File: config.mk
export PLATFORM = sky130hd
export DESIGN_NAME = alu_issue_queue
export DESIGN_NICKNAME = d
export VERILOG_FILES = /design/src/rtl/alu_issue_queue.sv
export SDC_FILE = /design/constraint.sdc
export NUM_CORES = 1
export LEC_CHECK = 0
export BUFFER_PORTS_ARGS = -buffer_cell sky130_fd_sc_hd__buf_2
export CAP_MARGIN = 20
export CORE_ASPECT_RATIO = 2
export CORE_MARGIN = 5
export CORE_UTILIZATION = 40
export CTS_BUF_LIST = sky130_fd_sc_hd__clkbuf_8 sky130_fd_sc_hd__clkbuf_16
export DETAILED_ROUTE_END_ITERATION = 10
export PLACE_DENSITY = 0.69
export REMOVE_ABC_BUFFERS = 1
export SLEW_MARGIN = 15
export SYNTH_ARGS = -nofsm -noshare
export SYNTH_HDL_FRONTEND = slang
export SYNTH_SLANG_ARGS = --single-unit
File: constraint.sdc
create_clock -name clock -period 4.9 [get_ports clock]
set_input_delay 0.245 -clock clock [delete_from_list [all_inputs] [get_ports clock]]
set_output_delay 0.245 -clock clock [all_outputs]
set_load 0.05 [all_outputs]
File: src/rtl/alu_issue_queue.sv
`default_nettype none
// +---------------------------------------------------------------------------+
// | Module      : alu_issue_queue                                             |
// | Description : RV32I ALU-op decoder feeding a DEPTH-entry issue FIFO.      |
// |               Define ALU_ISSUE_IMM_EN to also decode OP-IMM (0010011).    |
// | Revision    : 1.0 - initial release                                       |
// +---------------------------------------------------------------------------+
module alu_issue_queue #(
    parameter int DEPTH = 4
) (
    input  logic                     clock,
    input  logic                     reset,
    input  logic                     in_valid,
    output logic                     in_ready,
    input  logic [31:0]              instr,
    input  logic [31:0]              rs1_data,
    input  logic [31:0]              rs2_data,
    output logic                     out_valid,
    input  logic                     out_ready,
    output logic [2:0]               alu_opcode,
    output logic [31:0]              op_0,
    output logic [31:0]              op_1,
    output logic [4:0]               rd,
    output logic                     illegal,
    output logic [$clog2(DEPTH):0]   count
);

    localparam int         c_AW      = $clog2(DEPTH);
    localparam logic [2:0] c_OP_ADD  = 3'b000;
    localparam logic [2:0] c_OP_SUB  = 3'b001;
    localparam logic [2:0] c_OP_AND  = 3'b010;
    localparam logic [2:0] c_OP_OR   = 3'b011;
    localparam logic [2:0] c_OP_XOR  = 3'b100;
    localparam logic [2:0] c_OP_SLL  = 3'b101;
    localparam logic [2:0] c_OP_SRL  = 3'b110;
    localparam logic [2:0] c_OP_SRA  = 3'b111;
    localparam logic [6:0] c_F7_BASE = 7'b0000000;
    localparam logic [6:0] c_F7_ALT  = 7'b0100000;
    localparam logic [c_AW-1:0] c_PTR_ONE = c_AW'(1);
    localparam logic [c_AW:0]   c_CNT_ONE = (c_AW + 1)'(1);

    logic [2:0]      r_mem_opc [DEPTH];
    logic [31:0]     r_mem_op0 [DEPTH];
    logic [31:0]     r_mem_op1 [DEPTH];
    logic [4:0]      r_mem_rd  [DEPTH];
    logic [c_AW-1:0] r_wptr;
    logic [c_AW-1:0] r_rptr;
    logic [c_AW:0]   r_count;
    logic            r_illegal;

    logic        w_legal;
    logic [2:0]  w_opc;
    logic [31:0] w_op1;
    logic        w_accept;
    logic        w_push;
    logic        w_pop;
    logic [6:0]  w_f7;
    logic [2:0]  w_f3;

    assign w_f7 = instr[31:25];
    assign w_f3 = instr[14:12];

    always_comb begin
        w_legal = 1'b0;
        w_opc   = c_OP_ADD;
        w_op1   = rs2_data;
        case (instr[6:0])
            7'b0110011: begin
                if (w_f7 == c_F7_BASE) begin
                    w_legal = 1'b1;
                    case (w_f3)
                        3'b000:  w_opc = c_OP_ADD;
                        3'b111:  w_opc = c_OP_AND;
                        3'b110:  w_opc = c_OP_OR;
                        3'b100:  w_opc = c_OP_XOR;
                        3'b001:  w_opc = c_OP_SLL;
                        3'b101:  w_opc = c_OP_SRL;
                        default: w_legal = 1'b0;
                    endcase
                end else if (w_f7 == c_F7_ALT) begin
                    if (w_f3 == 3'b000) begin
                        w_legal = 1'b1;
                        w_opc   = c_OP_SUB;
                    end else if (w_f3 == 3'b101) begin
                        w_legal = 1'b1;
                        w_opc   = c_OP_SRA;
                    end
                end
            end
`ifdef ALU_ISSUE_IMM_EN
            7'b0010011: begin
                w_op1 = {{20{instr[31]}}, instr[31:20]};
                case (w_f3)
                    3'b000: begin w_legal = 1'b1; w_opc = c_OP_ADD; end
                    3'b111: begin w_legal = 1'b1; w_opc = c_OP_AND; end
                    3'b110: begin w_legal = 1'b1; w_opc = c_OP_OR;  end
                    3'b100: begin w_legal = 1'b1; w_opc = c_OP_XOR; end
                    // Shifts carry shamt in imm[4:0]; imm[11:5] selects the variant.
                    3'b001: begin
                        w_op1   = {27'd0, instr[24:20]};
                        w_legal = (w_f7 == c_F7_BASE);
                        w_opc   = c_OP_SLL;
                    end
                    3'b101: begin
                        w_op1   = {27'd0, instr[24:20]};
                        w_legal = (w_f7 == c_F7_BASE) || (w_f7 == c_F7_ALT);
                        w_opc   = (w_f7 == c_F7_ALT) ? c_OP_SRA : c_OP_SRL;
                    end
                    default: w_legal = 1'b0;
                endcase
            end
`endif
            default: w_legal = 1'b0;
        endcase
    end

    // Count MSB is set only at DEPTH, so it doubles as the full flag.
    assign in_ready  = ~r_count[c_AW];
    assign out_valid = |r_count;
    assign w_accept  = in_valid & in_ready;
    assign w_push    = w_accept & w_legal;
    assign w_pop     = out_valid & out_ready;

    always_ff @(posedge clock) begin
        if (reset) begin
            r_wptr    <= '0;
            r_rptr    <= '0;
            r_count   <= '0;
            r_illegal <= 1'b0;
        end else begin
            if (w_push) r_wptr <= r_wptr + c_PTR_ONE;
            if (w_pop)  r_rptr <= r_rptr + c_PTR_ONE;
            case ({w_push, w_pop})
                2'b10:   r_count <= r_count + c_CNT_ONE;
                2'b01:   r_count <= r_count - c_CNT_ONE;
                default: r_count <= r_count;
            endcase
            r_illegal <= w_accept & ~w_legal;
        end
    end

    // Storage is deliberately left uncleared by reset.
    always_ff @(posedge clock) begin
        if (w_push && !reset) begin
            r_mem_opc[r_wptr] <= w_opc;
            r_mem_op0[r_wptr] <= rs1_data;
            r_mem_op1[r_wptr] <= w_op1;
            r_mem_rd[r_wptr]  <= instr[11:7];
        end
    end

    assign alu_opcode = out_valid ? r_mem_opc[r_rptr] : 3'd0;
    assign op_0       = out_valid ? r_mem_op0[r_rptr] : 32'd0;
    assign op_1       = out_valid ? r_mem_op1[r_rptr] : 32'd0;
    assign rd         = out_valid ? r_mem_rd[r_rptr]  : 5'd0;
    assign illegal    = r_illegal;
    assign count      = r_count;

endmodule
`default_nettype wire

After elaboration in Yosys (flattened, before gate mapping)
Memories as Yosys holds them, arrays and structs flattened. A register that Yosys moved wholly into a read port is not among the register bits. Cells that the tools add are included.

Order comparisons: 0. $add $sub $neg: 4. Bitwise gates (word level): 6. Reduce and logical (&&, ||, !) cells: 7. Divide/modulo/power cells: 0. Shifts and indexed selects: 0. Multiply operators: 0. Mux-type cells: 27. Eq/ne operators: 9.

Operators by type and width (number): $mux 32 (2); $mux 3 (6); $mux 2 (8); $pmux 3 s5 (1); $eq 7x6->1 const B (2); $eq 3x3->1 const B (4); $mux 1 (8); $logic_not 7->1 (1); $pmux 3 s2 (1); $reduce_or 6->1 (1); $mux 5 (1); $add 2x1->2 const B (2); $and 1x1->1 (4); $add 3x1->3 const B (1); $eq 3x1->1 const B (1); $logic_not 3->1 (1); $reduce_or 3->1 (1); $sub 3x1->3 const B (1); $eq 2x1->1 const B (1); $eq 2x2->1 const B (1); $not 1->1 (2); $reduce_bool 2->1 (1); $logic_and 1x1->1 (1); $logic_not 1->1 (1).

Input bits: 100. Register bits after elaboration: 8. Bits in read-only memories: 0. Memories kept: 4. Memory bits (writable): 288. Bits in latches: 0.

Memories: r_mem_op0 (depth 4, width 32, read ports 1, clocked after memory_dff 1, wr ports 1, line 43) `logic [31:0] r_mem_op0 [DEPTH];`; r_mem_op1 (depth 4, width 32, read ports 1, clocked after memory_dff 1, wr ports 1, line 44) `logic [31:0] r_mem_op1 [DEPTH];`; r_mem_rd (depth 4, width 5, read ports 1, clocked after memory_dff 1, wr ports 1, line 45) `logic [4:0] r_mem_rd [DEPTH];`; r_mem_opc (depth 4, width 3, read ports 1, clocked after memory_dff 1, wr ports 1, line 42) `logic [2:0] r_mem_opc [DEPTH];`.

Longest topological paths before layout
Depth in word-level cells: 10. Gate-level depth with buffers: 11.

Worst setup path after synthesis
Ideal clock, no wire load.

Kind: register to register. Start: register r_count[2] (netlist: count[2]). End: memory r_mem_op0[0][0], enable pin. Data required time: 4.462 ns. Stages on the path, launching flop included: 5. Arrival time: 3.291 ns. Path buffers: 0. Library setup time: 0.438 ns. Path slack: 1.171 ns. Path through: dfxtp_1 -> inv_1 -> nand2_1 -> a2111oi_4 -> and2_1.

Longest elaborated chain between the ends: 6.

Ends and longest elaborated chain: start: declaration (line 48) `logic [c_AW:0] r_count;`; start signal: assignment (line 134) `2'b10: r_count <= r_count + c_CNT_ONE;`; start signal: assignment (line 135) `2'b01: r_count <= r_count - c_CNT_ONE;`; start signal: assignment (line 136) `default: r_count <= r_count;`; $not 1->1 (line 118) `assign in_ready = ~r_count[c_AW];`; via in_ready (line 14) `output logic in_ready,`; $and 1x1->1 (line 120) `assign w_accept = in_valid & in_ready;`; $and 1x1->1 (line 121) `assign w_push = w_accept & w_legal;`; $logic_and 1x1->1 (line 144) `if (w_push && !reset) begin`; $mux 1 (line 144); $mux 1 (not written as such) (line 146) `r_mem_op0[r_wptr] <= rs1_data;`; end: declaration (line 43).

The timed path passes the listed nets, and every way through them passes these cells.

==> impl_metrics.yaml <==
synthesis:
  yosys.area_share.simple_pct: 5.826
  synth_edf_count: 288
  ys_seq_area_share_pct: 76.45
  synth_area_leaders: "edfxtp_1 (75%), mux4_2 (14%), and2_1 (4.2%), dfxtp_1 (1.7%), ha_1 (0.54%)"
  synth_compound_area_share_pct: 1.200
  synth_cell_types: 37
  async_flop_share_pct: 0
  ys_warn_count: 0
  ys_ff_latch: 298
  synth_top_family_by_area: "multiplexers"
  synth_xor_area_share_pct: 0.3783
  synth_top_area_share_pct: 74.72
  synth_top_area_cell: "edfxtp_1"
  synthCells: 541
  synth_fa_ha_area_share_pct: 0.7999
  ys_top_cells_by_count: "edfxtp_1 (288), and2_1 (77), mux4_2 (72)"
  avgSynthCellArea_um2: 21.40
  synth-main-ff-cell: "edfxtp_1"
  syn_area_um2: 11570
  yosys-mux-area-fraction_pct: 14.01
  synth.most_common_cell: "edfxtp_1"
sta:
  rsz0062_at_grt: "no"
  fin_crit_sh_pct: 61.44
  worst_slew_pin_slew_ns: 0.9355
  timing.hold.ws_ns: 0.05693
  drv_slew: 0
  clock.fmax_mhz: 332.2
  setup_violations: 0
  setup_tns_ns: 0
  hold_viol: 0
  fin_crit_ns: 3.011
  finClkSkew_ns: 0.009492
  relSlewSlack_pct: 37.64
die:
  rows: 88
  start_util_pct: 40.28
  core_area_um2: 28740
  die_h_um: 250.6
  die_w_um: 130.3
  die-area_um2: 32650
  ios: 178
critical_path:
  worstPathCellList: "buf_4, mux4_2, and2_1, buf_2"
  slowest_delay_ns: 0.86
  start_kind: "flip-flop"
  required_ns: 4.66
  r2r_cells: 5
  cp.arrival_ns: 2.77
  cp_slowest_cell: "dfxtp_4"
  crit_fanout: 38
  cp-end-kind: "output port"
  worst-setup-path-type: "flip-flop to output port"
cts:
  postCtsSetupRepairBufs: 0
  clk_path_buf_depth: 3
  clk_latency_ns: 0.52
  ctsHtreeMaxLevel: 1
  cts_sinks: 298
  numCtsBuffers: 25
  ctsResizeCount: 0
  tritoncts: "done"
  cts_root_buf: "clkbuf_16"
  path_clk_slew_ns: 0.06
power:
  ir_drop_uv: 260.6
  power_density_nw_per_um2: 332.0
  leakagePower_nw: 4.947
  finalPower_w: 0.004742
route:
  totalWireLength_um: 23690
  drtAntennaViolNets: 0
  vias: 5904
  routed_via_density: 5.059
  dr.pass1.iters: 5
  post-route-drc-count: 0
  drtIter0Drc: 310
  detail_route.wl_per_cell_um: 20.30
finish:
  insertedDiodeCount: 0
  area_growth_pct: 23.42
  fin_util_pct: 49.71
  final_cell_area_um2: 14290
  drive_gt1_share_pct: 36.43
  fin_nets: 896
global_routing:
  grt_max_degree: 75
  track_usage_pct: 14.62
  grt_pass1_wl_um: 36360
  first_global_vias: 6622
  grt_overflow: 0
  antenna_found_initial: 0
hold_path:
  min_path_cells: 2
  min_path_type: "input pin to flip-flop"
outcome:
  status: "completed"
placement:
  place.gp.congestion: 0.7286
  dp_hpwl_um: 14640
  place_area_um2: 12840
  io_buffers: 167
flow_run:
  cap_violations: 0
flip-flops by register name, summed over array words and instances, names as in the netlist, named ones only:
signal and flops:
count 3, r_mem_opc 12, r_mem_op1 128, r_wptr 2, r_mem_op0 128, illegal 1
r_rptr 2, r_mem_rd 20
cells by family (layout without fill, tap and decap cells):
group | count (synthesis) | in the layout
AO/OA/AOI/OAI | 18 | 18
flip-flops | 298 | 298
XOR/XNOR | 5 | 5
buffers and inverters | 34 | 300
AND/OR/NAND/NOR | 107 | 107
multiplexers | 72 | 72
adder cells (fa/ha/maj) | 7 | 7
path summary, 6_finish.rpt:
check | startpoint | to | slack, ns
max | flip-flop | op_0[4] | 1.89
min | reset | flip-flop | 0.06
max reg2reg | count[2]$_SDFFE_PP0P_ | r_mem_op0[3][17]$_DFFE_PP_ | 2.25
min reg2reg | r_wptr[1]$_SDFFE_PP0P_ | r_wptr[1]$_SDFFE_PP0P_ | 0.52
final cells by class:
cell class              count  area (um^2)
repair buffers            248         1617
multi-input cells         209         2582
well taps                 360        450.4
inverters                   8        30.03
flip-flops and latches    298         8856
clock buffers              26        639.4
fillers                  2320        14450
clock inverters            18        111.4
repair_timing:
action / 4_1_cts / 5_1_grt
hold buffers: 69 / 0
endpoints found under the setup margin: 0 / 0
hold endpoints to repair: 276 / 0
power by group:
group	leakage, nW	internal (W)	switching [W]
logic	1.90	0.0000680	0.0000547
clock network	0.385	0.000994	0.000840
registers	2.66	0.00279	0.000000132
total	4.95	0.00385	0.000895
cell usage in the layout, fill, tap and decap left out, drive strengths merged, types with 2 or more instances in the layout:
master | synthesis | final
mux4 | 72 | 72
clkinv | 0 | 5
nor2 | 11 | 11
nor3 | 3 | 3
dfxtp | 10 | 10
xnor2 | 2 | 2
o21ai | 4 | 4
inv | 8 | 16
edfxtp | 288 | 288
a21oi | 7 | 7
dlygate4sd3 | 0 | 69
buf | 16 | 179
clkbuf | 10 | 26
and2 | 77 | 77
nor2b | 3 | 3
a2111o | 2 | 2
clkinvlp | 0 | 4
ha | 5 | 5
xor2 | 3 | 3
or3 | 2 | 2
o41ai | 2 | 2
nand2 | 2 | 2
stage by stage:
stage / instances / setup WS, ns
6_report: 1167 / 1.889
5_1_grt: 1167 / 1.647
4_1_cts: 1167 / 1.755
3_5_place_dp: 1054 / 1.933
3_3_place_gp: 1054 / 1.946
2_1_floorplan: 515 / 0.6289
metal layers:
| metal | global-route usage, % | vias up | routed length [um] |
|---|---|---|---|
| met5 | 0 | - | 0 |
| met2 | 28.02 | 145 | 13440 |
| met3 | 1.963 | 34 | 1037 |
| met4 | 4.935 | 0 | 624 |
| met1 | 16.07 | 3051 | 8590 |
| li1 | - | 2674 | - |
critical path, delay by kind of cell (launching register included):
kind	cells	cell delay [ns]
DFF	1	0.86
buffers and inverters	2	0.66
and+or+nand+nor	1	0.19
muxes	1	0.54
(Power assumes the default switching activity.)
